### src/rtl/riscv_mmio_pkg.sv
// Shared definitions for the riscv data-memory bus.
//   - MMIO register byte addresses (LED, UART data, UART status, cycle counter)
//   - tgt_sel_t: which source supplies load data (RAM, MMIO register, nothing)
//   - uart_state_t: UART serializer frame states
package riscv_mmio_pkg;

  localparam logic [31:0] MMIO_LED       = 32'h8000_0000;
  localparam logic [31:0] MMIO_UART_DATA = 32'h8000_0004;
  localparam logic [31:0] MMIO_UART_STAT = 32'h8000_0008;
  localparam logic [31:0] MMIO_CYCLE     = 32'h8000_000C;

  typedef enum logic [1:0] {
    TGT_RAM,
    TGT_MMIO,
    TGT_NONE
  } tgt_sel_t;

  typedef enum logic [1:0] {
    IDLE,
    START,
    DATA,
    STOP
  } uart_state_t;

endpackage

### src/rtl/uart_tx_serializer.sv
// 8N1 UART transmitter.
// Ports:
//   clk_in, rst_in  clock, synchronous active-high reset
//   data_in[7:0]    byte to send
//   valid_in        a byte is available on data_in
//   ready_out       byte is taken on any edge where valid_in && ready_out
//   tx_out          serial line, idles high
// Handshake: a transfer happens on a rising edge where valid_in and ready_out
// are both high; valid_in may be held indefinitely, ready_out depends only on
// internal state. ready_out is also high in the last STOP cycle so that a
// waiting byte starts its START bit with no idle gap.
module uart_tx_serializer
  import riscv_mmio_pkg::*;
#(
  parameter int CLKS_PER_BAUD = 868
) (
  input  logic       clk_in,
  input  logic       rst_in,
  input  logic [7:0] data_in,
  input  logic       valid_in,
  output logic       ready_out,
  output logic       tx_out
);

  localparam int BW = (CLKS_PER_BAUD > 1) ? $clog2(CLKS_PER_BAUD) : 1;

  uart_state_t state_q, state_d;
  logic [BW-1:0] baud_q, baud_d;
  logic [2:0]    bit_q, bit_d;
  logic [7:0]    shift_q, shift_d;
  logic          baud_last;

  assign baud_last = (baud_q == BW'(CLKS_PER_BAUD - 1));
  assign ready_out = (state_q == IDLE) || ((state_q == STOP) && baud_last);

  always_ff @(posedge clk_in) begin
    if (rst_in) begin
      state_q <= IDLE;
      baud_q  <= '0;
      bit_q   <= '0;
      shift_q <= '0;
    end else begin
      state_q <= state_d;
      baud_q  <= baud_d;
      bit_q   <= bit_d;
      shift_q <= shift_d;
    end
  end

  always_comb begin
    state_d = state_q;
    baud_d  = baud_q;
    bit_d   = bit_q;
    shift_d = shift_q;
    tx_out  = 1'b1;
    case (state_q)
      IDLE: begin
        baud_d = '0;
        if (valid_in) begin
          shift_d = data_in;
          state_d = START;
        end
      end
      START: begin
        tx_out = 1'b0;
        if (baud_last) begin
          baud_d  = '0;
          bit_d   = '0;
          state_d = DATA;
        end else begin
          baud_d = baud_q + 1'b1;
        end
      end
      DATA: begin
        tx_out = shift_q[0];
        if (baud_last) begin
          baud_d  = '0;
          shift_d = shift_q >> 1;
          if (bit_q == 3'd7) state_d = STOP;
          else               bit_d   = bit_q + 3'd1;
        end else begin
          baud_d = baud_q + 1'b1;
        end
      end
      STOP: begin
        tx_out = 1'b1;
        if (baud_last) begin
          baud_d = '0;
          if (valid_in) begin
            shift_d = data_in;
            state_d = START;
          end else begin
            state_d = IDLE;
          end
        end else begin
          baud_d = baud_q + 1'b1;
        end
      end
      default: state_d = IDLE;
    endcase
  end

endmodule

### src/rtl/riscv_dmem_bus.sv
// Data-memory bus behind the riscv core data port.
// Decodes each access to the data BRAM, the MMIO registers (LED, UART data,
// UART status, cycle counter) or nothing, and returns load data exactly two
// cycles after the address for every target.
// Ports:
//   clk_in, rst_in            clock, synchronous active-high reset
//   dmem_addr_in/data_in      core byte address and store data
//   dmem_write_enable_in[3:0] per-byte store strobes
//   dmem_data_out             load data, valid 2 cycles after its address
//   ram_addr_out/data_out/we_out, ram_data_in   BRAM port (read data lands
//                             one edge after the address; the bus registers it
//                             once more, giving the 2-cycle total)
//   led_out                   LED register
//   uart_tx_out               serial TX line
module riscv_dmem_bus
  import riscv_mmio_pkg::*;
#(
  parameter int RAM_ADDR_BITS = 14,
  parameter int CLKS_PER_BAUD = 868,
  parameter int TX_FIFO_DEPTH = 16
) (
  input  logic                     clk_in,
  input  logic                     rst_in,
  input  logic [31:0]              dmem_addr_in,
  input  logic [31:0]              dmem_data_in,
  input  logic [3:0]               dmem_write_enable_in,
  output logic [31:0]              dmem_data_out,
  output logic [RAM_ADDR_BITS-1:0] ram_addr_out,
  output logic [31:0]              ram_data_out,
  output logic [3:0]               ram_we_out,
  input  logic [31:0]              ram_data_in,
  output logic [15:0]              led_out,
  output logic                     uart_tx_out
);

  localparam int PTR_W = $clog2(TX_FIFO_DEPTH);
  localparam int CNT_W = PTR_W + 1;

  // Address decode
  logic        is_ram;
  tgt_sel_t    sel;
  logic [31:0] mmio_rd;
  logic [31:0] stat;
  logic [31:0] cycle_q;
  logic [31:0] count_ext;

  // TX FIFO
  logic [7:0]       fifo_mem [TX_FIFO_DEPTH];
  logic [PTR_W-1:0] wr_ptr, rd_ptr;
  logic [CNT_W-1:0] fifo_count;
  logic             fifo_full, fifo_nonempty;
  logic             push_req, push_ok, pop, ovf_clr, overflow_q;
  logic             ser_ready, tx_busy;

  // Read pipeline stage 1
  tgt_sel_t    sel_q;
  logic [31:0] mmio_q;

  // Everything below 2^(RAM_ADDR_BITS+2) bytes is RAM; this also requires addr[31] = 0.
  assign is_ram       = ((dmem_addr_in >> (RAM_ADDR_BITS + 2)) == 32'd0);
  assign ram_addr_out = dmem_addr_in[RAM_ADDR_BITS+1:2];
  assign ram_data_out = dmem_data_in;
  assign ram_we_out   = (is_ram && !rst_in) ? dmem_write_enable_in : 4'b0000;

  assign fifo_full     = (fifo_count == CNT_W'(TX_FIFO_DEPTH));
  assign fifo_nonempty = (fifo_count != '0);
  assign push_req      = (dmem_addr_in == MMIO_UART_DATA) && dmem_write_enable_in[0];
  assign push_ok       = push_req && !fifo_full;
  assign pop           = fifo_nonempty && ser_ready && !rst_in;
  assign ovf_clr       = (dmem_addr_in == MMIO_UART_STAT) && dmem_write_enable_in[0]
                         && dmem_data_in[2];
  // Serializer not ready means a frame is on the wire.
  assign tx_busy       = !ser_ready || fifo_nonempty;

  assign count_ext = 32'(fifo_count);
  assign stat      = {24'h0, count_ext[4:0], overflow_q, fifo_full, tx_busy};

  always_comb begin
    sel     = TGT_NONE;
    mmio_rd = 32'h0;
    if (is_ram) begin
      sel = TGT_RAM;
    end else begin
      case (dmem_addr_in)
        MMIO_LED:       begin sel = TGT_MMIO; mmio_rd = {16'h0, led_out}; end
        MMIO_UART_DATA: begin sel = TGT_MMIO; mmio_rd = 32'h0; end
        MMIO_UART_STAT: begin sel = TGT_MMIO; mmio_rd = stat; end
        MMIO_CYCLE:     begin sel = TGT_MMIO; mmio_rd = cycle_q; end
        default:        begin sel = TGT_NONE; mmio_rd = 32'h0; end
      endcase
    end
  end

  // MMIO registers, cycle counter and read pipeline
  always_ff @(posedge clk_in) begin
    if (rst_in) begin
      led_out       <= '0;
      cycle_q       <= '0;
      sel_q         <= TGT_NONE;
      mmio_q        <= '0;
      dmem_data_out <= '0;
    end else begin
      cycle_q <= cycle_q + 32'd1;
      if (dmem_addr_in == MMIO_LED) begin
        if (dmem_write_enable_in[0]) led_out[7:0]  <= dmem_data_in[7:0];
        if (dmem_write_enable_in[1]) led_out[15:8] <= dmem_data_in[15:8];
      end
      sel_q  <= sel;
      mmio_q <= mmio_rd;
      case (sel_q)
        TGT_RAM:  dmem_data_out <= ram_data_in;
        TGT_MMIO: dmem_data_out <= mmio_q;
        default:  dmem_data_out <= 32'h0;
      endcase
    end
  end

  // FIFO storage needs no reset; pointers and count define validity.
  always_ff @(posedge clk_in) begin
    if (push_ok && !rst_in) fifo_mem[wr_ptr] <= dmem_data_in[7:0];
  end

  always_ff @(posedge clk_in) begin
    if (rst_in) begin
      wr_ptr     <= '0;
      rd_ptr     <= '0;
      fifo_count <= '0;
      overflow_q <= 1'b0;
    end else begin
      if (push_ok) wr_ptr <= wr_ptr + 1'b1;
      if (pop)     rd_ptr <= rd_ptr + 1'b1;
      case ({push_ok, pop})
        2'b10:   fifo_count <= fifo_count + 1'b1;
        2'b01:   fifo_count <= fifo_count - 1'b1;
        default: fifo_count <= fifo_count;
      endcase
      if (push_req && fifo_full) overflow_q <= 1'b1;
      else if (ovf_clr)          overflow_q <= 1'b0;
    end
  end

  uart_tx_serializer #(
    .CLKS_PER_BAUD(CLKS_PER_BAUD)
  ) u_ser (
    .clk_in   (clk_in),
    .rst_in   (rst_in),
    .data_in  (fifo_mem[rd_ptr]),
    .valid_in (fifo_nonempty),
    .ready_out(ser_ready),
    .tx_out   (uart_tx_out)
  );

endmodule

### config.mk
export PLATFORM = sky130hd
export DESIGN_NAME = riscv_dmem_bus
export DESIGN_NICKNAME = d
export VERILOG_FILES = /design/src/rtl/riscv_mmio_pkg.sv /design/src/rtl/uart_tx_serializer.sv /design/src/rtl/riscv_dmem_bus.sv
export SDC_FILE = /design/constraint.sdc
export NUM_CORES = 1
export LEC_CHECK = 0
export ABC_AREA = 1
export CAP_MARGIN = 25
export CORE_ASPECT_RATIO = 0.75
export CORE_MARGIN = 2
export CORE_UTILIZATION = 50
export DETAILED_ROUTE_END_ITERATION = 16
export DONT_BUFFER_PORTS = 1
export PLACE_DENSITY = 0.72
export SLEW_MARGIN = 5
export SYNTH_ARGS = -nofsm -noshare
export SYNTH_HDL_FRONTEND = slang
export SYNTH_SLANG_ARGS = --single-unit
export TNS_END_PERCENT = 100
### constraint.sdc
create_clock -name clk_in -period 2.86 [get_ports clk_in]
set_input_delay 0.715 -clock clk_in [delete_from_list [all_inputs] [get_ports clk_in]]
set_output_delay 0.715 -clock clk_in [all_outputs]
set_load 0.05 [all_outputs]
* Word level (Yosys, flattened, before mapping) *
Memory sizes are Yosys's and may differ from the RTL's. A register that Yosys moved wholly into a read port is not among the register bits.
Cells that the tools add are included.

cells by class
  equality and inequality tests = 19
  reduce and logical (&&, ||, !) cells = 31
  $add $sub $neg = 7
  muxes and demuxes = 30

operator list
  operator               number
  $eq 32x32->1 const B   4
  $pmux 32 s3            1
  $pmux 32 s2            1
  $add 32x1->32 const B  1
  $logic_not 32->1       1
  $mux 8                 3
  $pmux 8 s3             1
  $pmux 10 s2            1
  $mux 2                 7
  $mux 4                 3
  $add 10x1->10 const B  1
  $eq 10x10->1 const B   1
  $logic_and 1x1->1      10
  $mux 10                1
  $pmux 5 s2             1
  $mux 3                 3
  $add 4x1->4 const B    2
  $ne 2x1->1 const B     4
  $pmux 2 s4             1
  $eq 2x1->1 const B     3
  $eq 2x2->1 const B     3
  $pmux 3 s2             1
  $reduce_bool 2->1      3
  $add 5x1->5 const B    1
  other kinds (19)       29

word-level totals
  logic and storage cells = 103
  RAM bits = 128
  bits in registers = 151
  output and inout port bits = 99
  memories kept = 1

memories
  name      depth  bits a word  read ports  clocked after Yosys merged registers in  wr ports  RTL line              source
  fifo_mem  16     8            1           1                                        1         riscv_dmem_bus.sv:48  logic [7:0] fifo_mem [TX_FIFO_DEPTH];

* Longest topological paths before layout *
  depth in word-level cells = 7
  mapped depth = 20

* By module *
From an unflattened synthesis, not the netlist that was laid out.

second synthesis, totals
  cells, all modules = 1404
  area, all modules = 12524.5 µm²

modules (own cells, without submodules)
  module              area an instance (µm²)  cells each  seq. area each (µm²)  instances
  riscv_dmem_bus      11215.8                 1222        6486.2                1
  uart_tx_serializer  1308.8                  182         460.4                 1

* Worst setup path before layout *
No wires, ideal clock.

  path kind = input port to output port
  start point = in dmem_addr_in[23]
  end point = out ram_we_out[0]
  cell stages on the path = 6
  arrival = 2.113 ns
  data required time = 2.145 ns
  buffers on the path = 0
  slack = 0.032 ns
  cell sequence = nor2_1 -> nand2_1 -> nor2_2 -> nand4_1 -> or2_2 -> nor2_1

on the way
  word-level cells in the longest chain between the ends = 3

ends and longest elaborated chain
  element            RTL line              source
  start, declared    riscv_dmem_bus.sv:24  input logic [31:0] dmem_addr_in,
  $logic_not 32->1   riscv_dmem_bus.sv:60  assign is_ram = ((dmem_addr_in >> (RAM_ADDR_BITS + 2)) == 32'd0);
  $logic_and 1x1->1  riscv_dmem_bus.sv:63  assign ram_we_out = (is_ram && !rst_in) ? dmem_write_enable_in : 4'b0000;
  $mux 4             riscv_dmem_bus.sv:63
  end, declared      riscv_dmem_bus.sv:30  output logic [3:0] ram_we_out,

Every way passes these cells.

* Worst setup path after layout *
  start point = in dmem_addr_in[23]
  end point = out ram_we_out[1]

Same word-level chain as after synthesis.

==> results.md <==
- Final wirelength: 28220 µm
- Layout Cells excl Fill: 1569
- RSZ-0062 raised after global routing: false
- Status: completed
- Final WS setup: 225.8 ps
- Post-synthesis cell count: 1275
- Reg2reg start: u_ser.baud_q[0]
- Worst setup SP type: primary input
- Clock share of power: 36.4%
- Final setup fails: 0
- Synth unique cells: 52
- Max Clk Rate: 379.6 MHz
- Top cell type's share of synthesized area: 32.09%
- Critical Path AT: 1920 ps
- CTS H-Tree Depth: 1
- Gr ovfl total: 0
- R2r setup slk: 490 ps
- IO buf count: 0
- Final Util: 54.71%
- DRC: 0
- Placed cells: 1517
- WS Path Type: in2out
- Initial Utilization: 50.48%
- Placement Cell Area: 12070 µm²
- GPL Wtd Cong: 0.8518
- CP max FO: 4
- Post-cts repair resize count: 0
- Seq/Total Area, Yosys: 58.00%
- Maximum root-to-sink buffer count: 3
- DP HPWL: 19280 µm
- Slew Limit Fails: 0
- Worst VDD drop: 528.2 µV
- Die width: 182.7 µm
- Initial antenna violation count: 0
- 1st-pass router iterations: 5
- Largest net degree at the start of global routing: 85
- Largest family of logic cells by synthesized area: simple AND/OR/NAND/NOR gates
- CP Capture Type: output pin
- Share of synthesized registers carrying an async set or reset: 0%
- Yosys reg bits: 283
- Final hold slack: 244.0 ps
- Post-synth EDFFs: 128
- LEAKAGE: 4.547 nW
- I/O Pins: 201
- Num CTS Buffers: 28
- Final nets: 1359
- Hold depth: 1
- Vias in the first global route: 8158
- Worst hold start: rst_in
- Fin crit period: 2634 ps
- Clock Sinks: 283
- Final ANT Viol Nets: 0
- Post-CTS Setup Inserts: 0
- FF-to-FF End: fifo_count[4]
- Simple-gate share of the synthesized area: 18.43%
- Critical Path RT: 2140 ps
- Slew at the pin closest to its max-slew limit: 929.6 ps
- Gr usage total: 22.10%
- Vias: 8952
- Fin crit share: 92.11%
- Total Power: 9.831 mW
- Fin Setup TNS: 0 ps
- Pwr per Cell Area: 757.4 nW/µm²
- Starting DRT DRC Count: 1000
- Mux share of post-synthesis cell area: 0%
- Cell with the most instances after synthesis: nand2_1
- Post-Syn Area: 11980 µm²
- CTS Hold Bufs: 0
- Die ar.: 25220 µm²
- Comb power frac: 18.7%
- Num rows: 49
- Diode count: 0
- Adder-Cell Fraction of Synth Area: 1.672%
- Flop pwr share: 45.0%
- Syn nets: 1393
- Root buf cell: clkbuf_16
- Vias per std cell: 5.706
- Wire per inst: 17.98 µm
- Rel. slew slack: 37.96%
- CTS tree: yes
- Post-Synth XOR/XNOR Area: 0.5850%
- Pint: 6.972 mW
- Synth top cells by count: nand2_1 (165), dfxtp_1 (155), nor2_1 (152), edfxtp_1 (128), inv_1 (100)
- Synth warnings: 0
- NetSw: 2.859 mW
- First-pass GRT wire length: 44510 µm
- Pre-CTS setup slack: 195.0 ps
- Max-Cap Viols: 0
- Cell taking the most area after synthesis: edfxtp_1
- Skew-Pair Late Insertion Delay: 550 ps
- Final Instance Area: 12980 µm²
- Avg Inst Size Synth: 9.393 µm²
- Synthesis-to-layout area growth: 8.378%
- Fin. Hold Viols: 0
- Compound-Gate Fraction of Synth Area: 13.06%
- Core Area: 23730 µm²
- Reg clk slew, reported paths: 60 ps
- Die Span Y: 138.0 µm
- Layout cells sized above 1: 10.21%
- Worst Skew: 14.09 ps
- Synth Flop Type: dfxtp_1
- R2R depth: 15
- Switching share of total power: 29.08%
- Hold Crit Class: in2reg
- Synth area leaders: edfxtp_1 (32%), dfxtp_1 (26%), nand2_1 (5.2%), nor2_1 (4.8%), a21oi_1 (4.1%)
- Hold EP: dmem_data_out[31]
-- flip-flops by register name, indices dropped and copies added, names as in the netlist, named ones only --
signal	count
overflow_q	1
u_ser.bit_q	3
fifo_count	5
dmem_data_out	32
wr_ptr	4
sel_q	2
u_ser.baud_q	10
cycle_q	32
rd_ptr	4
u_ser.shift_q	8
u_ser.state_q	2
fifo_mem	128
mmio_q	32
led_out	16
-- final cells by class --
type	count	area, µm²
clock buffers	44	857.1
flip-flops and latches	283	6948
multi-input cells	780	4044
clock inverters	8	50.05
inverters	110	412.9
repair buffers	38	285.3
well taps	306	382.9
fillers	2033	10750
-- placed cells by master, fill, tap and decap left out, types with 3 or more instances in the layout --
master	netlist	final
or2_2	6	6
clkbuf_2	2	4
a31oi_1	3	3
nor2_2	5	6
o221ai_1	28	28
o31ai_1	3	3
inv_2	8	8
nand2_1	165	165
o21ai_1	7	8
a21oi_1	99	99
nor3_1	27	27
clkinv_2	0	6
a211oi_1	5	5
clkbuf_16	0	29
clkbuf_1	38	4
o22ai_1	13	13
nand4_1	15	15
nand2_2	6	6
nor4_1	4	4
o211ai_1	14	14
xor2_1	6	6
ha_1	16	16
clkbuf_8	0	7
edfxtp_1	128	128
nand3_2	3	3
nor2_4	4	4
o21ai_0	88	87
inv_1	100	100
dfxtp_1	155	154
buf_4	47	38
nor2_1	152	151
nand3_1	81	81
nor3b_1	8	8
-- cells by family after synthesis --
group	Yosys count
AND/OR/NAND/NOR	487
flip-flops	283
AO/OA/AOI/OAI	269
buffers and inverters	212
adder cells (fa/ha/maj)	16
XOR/XNOR	8
-- power groups by stage --
stage | Clock, mW | Combinational [mW] | Sequential [mW]
2_1_floorplan | 0 | 1.54 | 4.48
3_3_place_gp | 0 | 1.76 | 4.50
3_5_place_dp | 0 | 1.81 | 4.51
4_1_cts | 3.63 | 1.82 | 4.42
5_1_grt | 3.79 | 2.06 | 4.43
6_report | 3.57 | 1.83 | 4.42
-- how the worst max path moves through the flow --
stage	from	end	depth (start not counted)
6_report	dmem_addr_in[23]	ram_we_out[1]	7
5_1_grt	dmem_addr_in[21]	ram_we_out[1]	7
4_1_cts	dmem_addr_in[23]	ram_we_out[1]	7
3_3_place_gp	dmem_addr_in[23]	ram_we_out[1]	7
3_5_place_dp	dmem_addr_in[27]	fifo_count[2]	14
2_1_floorplan	dmem_addr_in[23]	ram_we_out[0]	6
-- metal layers --
metal | wire, µm | up-vias | global-route usage, %
met5 | 0 | - | 0
met4 | 458 | 0 | 5.178
met3 | 2793 | 44 | 5.295
met2 | 11800 | 372 | 31.38
met1 | 13170 | 4256 | 34.03
li1 | - | 4280 | -
-- critical path, cell delays in order --
cell     delay [ps]
nor2_1           80
nand2_1          70
nor2_2          170
nand4_1         210
or2_2           370
nor2_1          110
buf_4           210
Note: power is estimated with default switching activity, not from simulation.
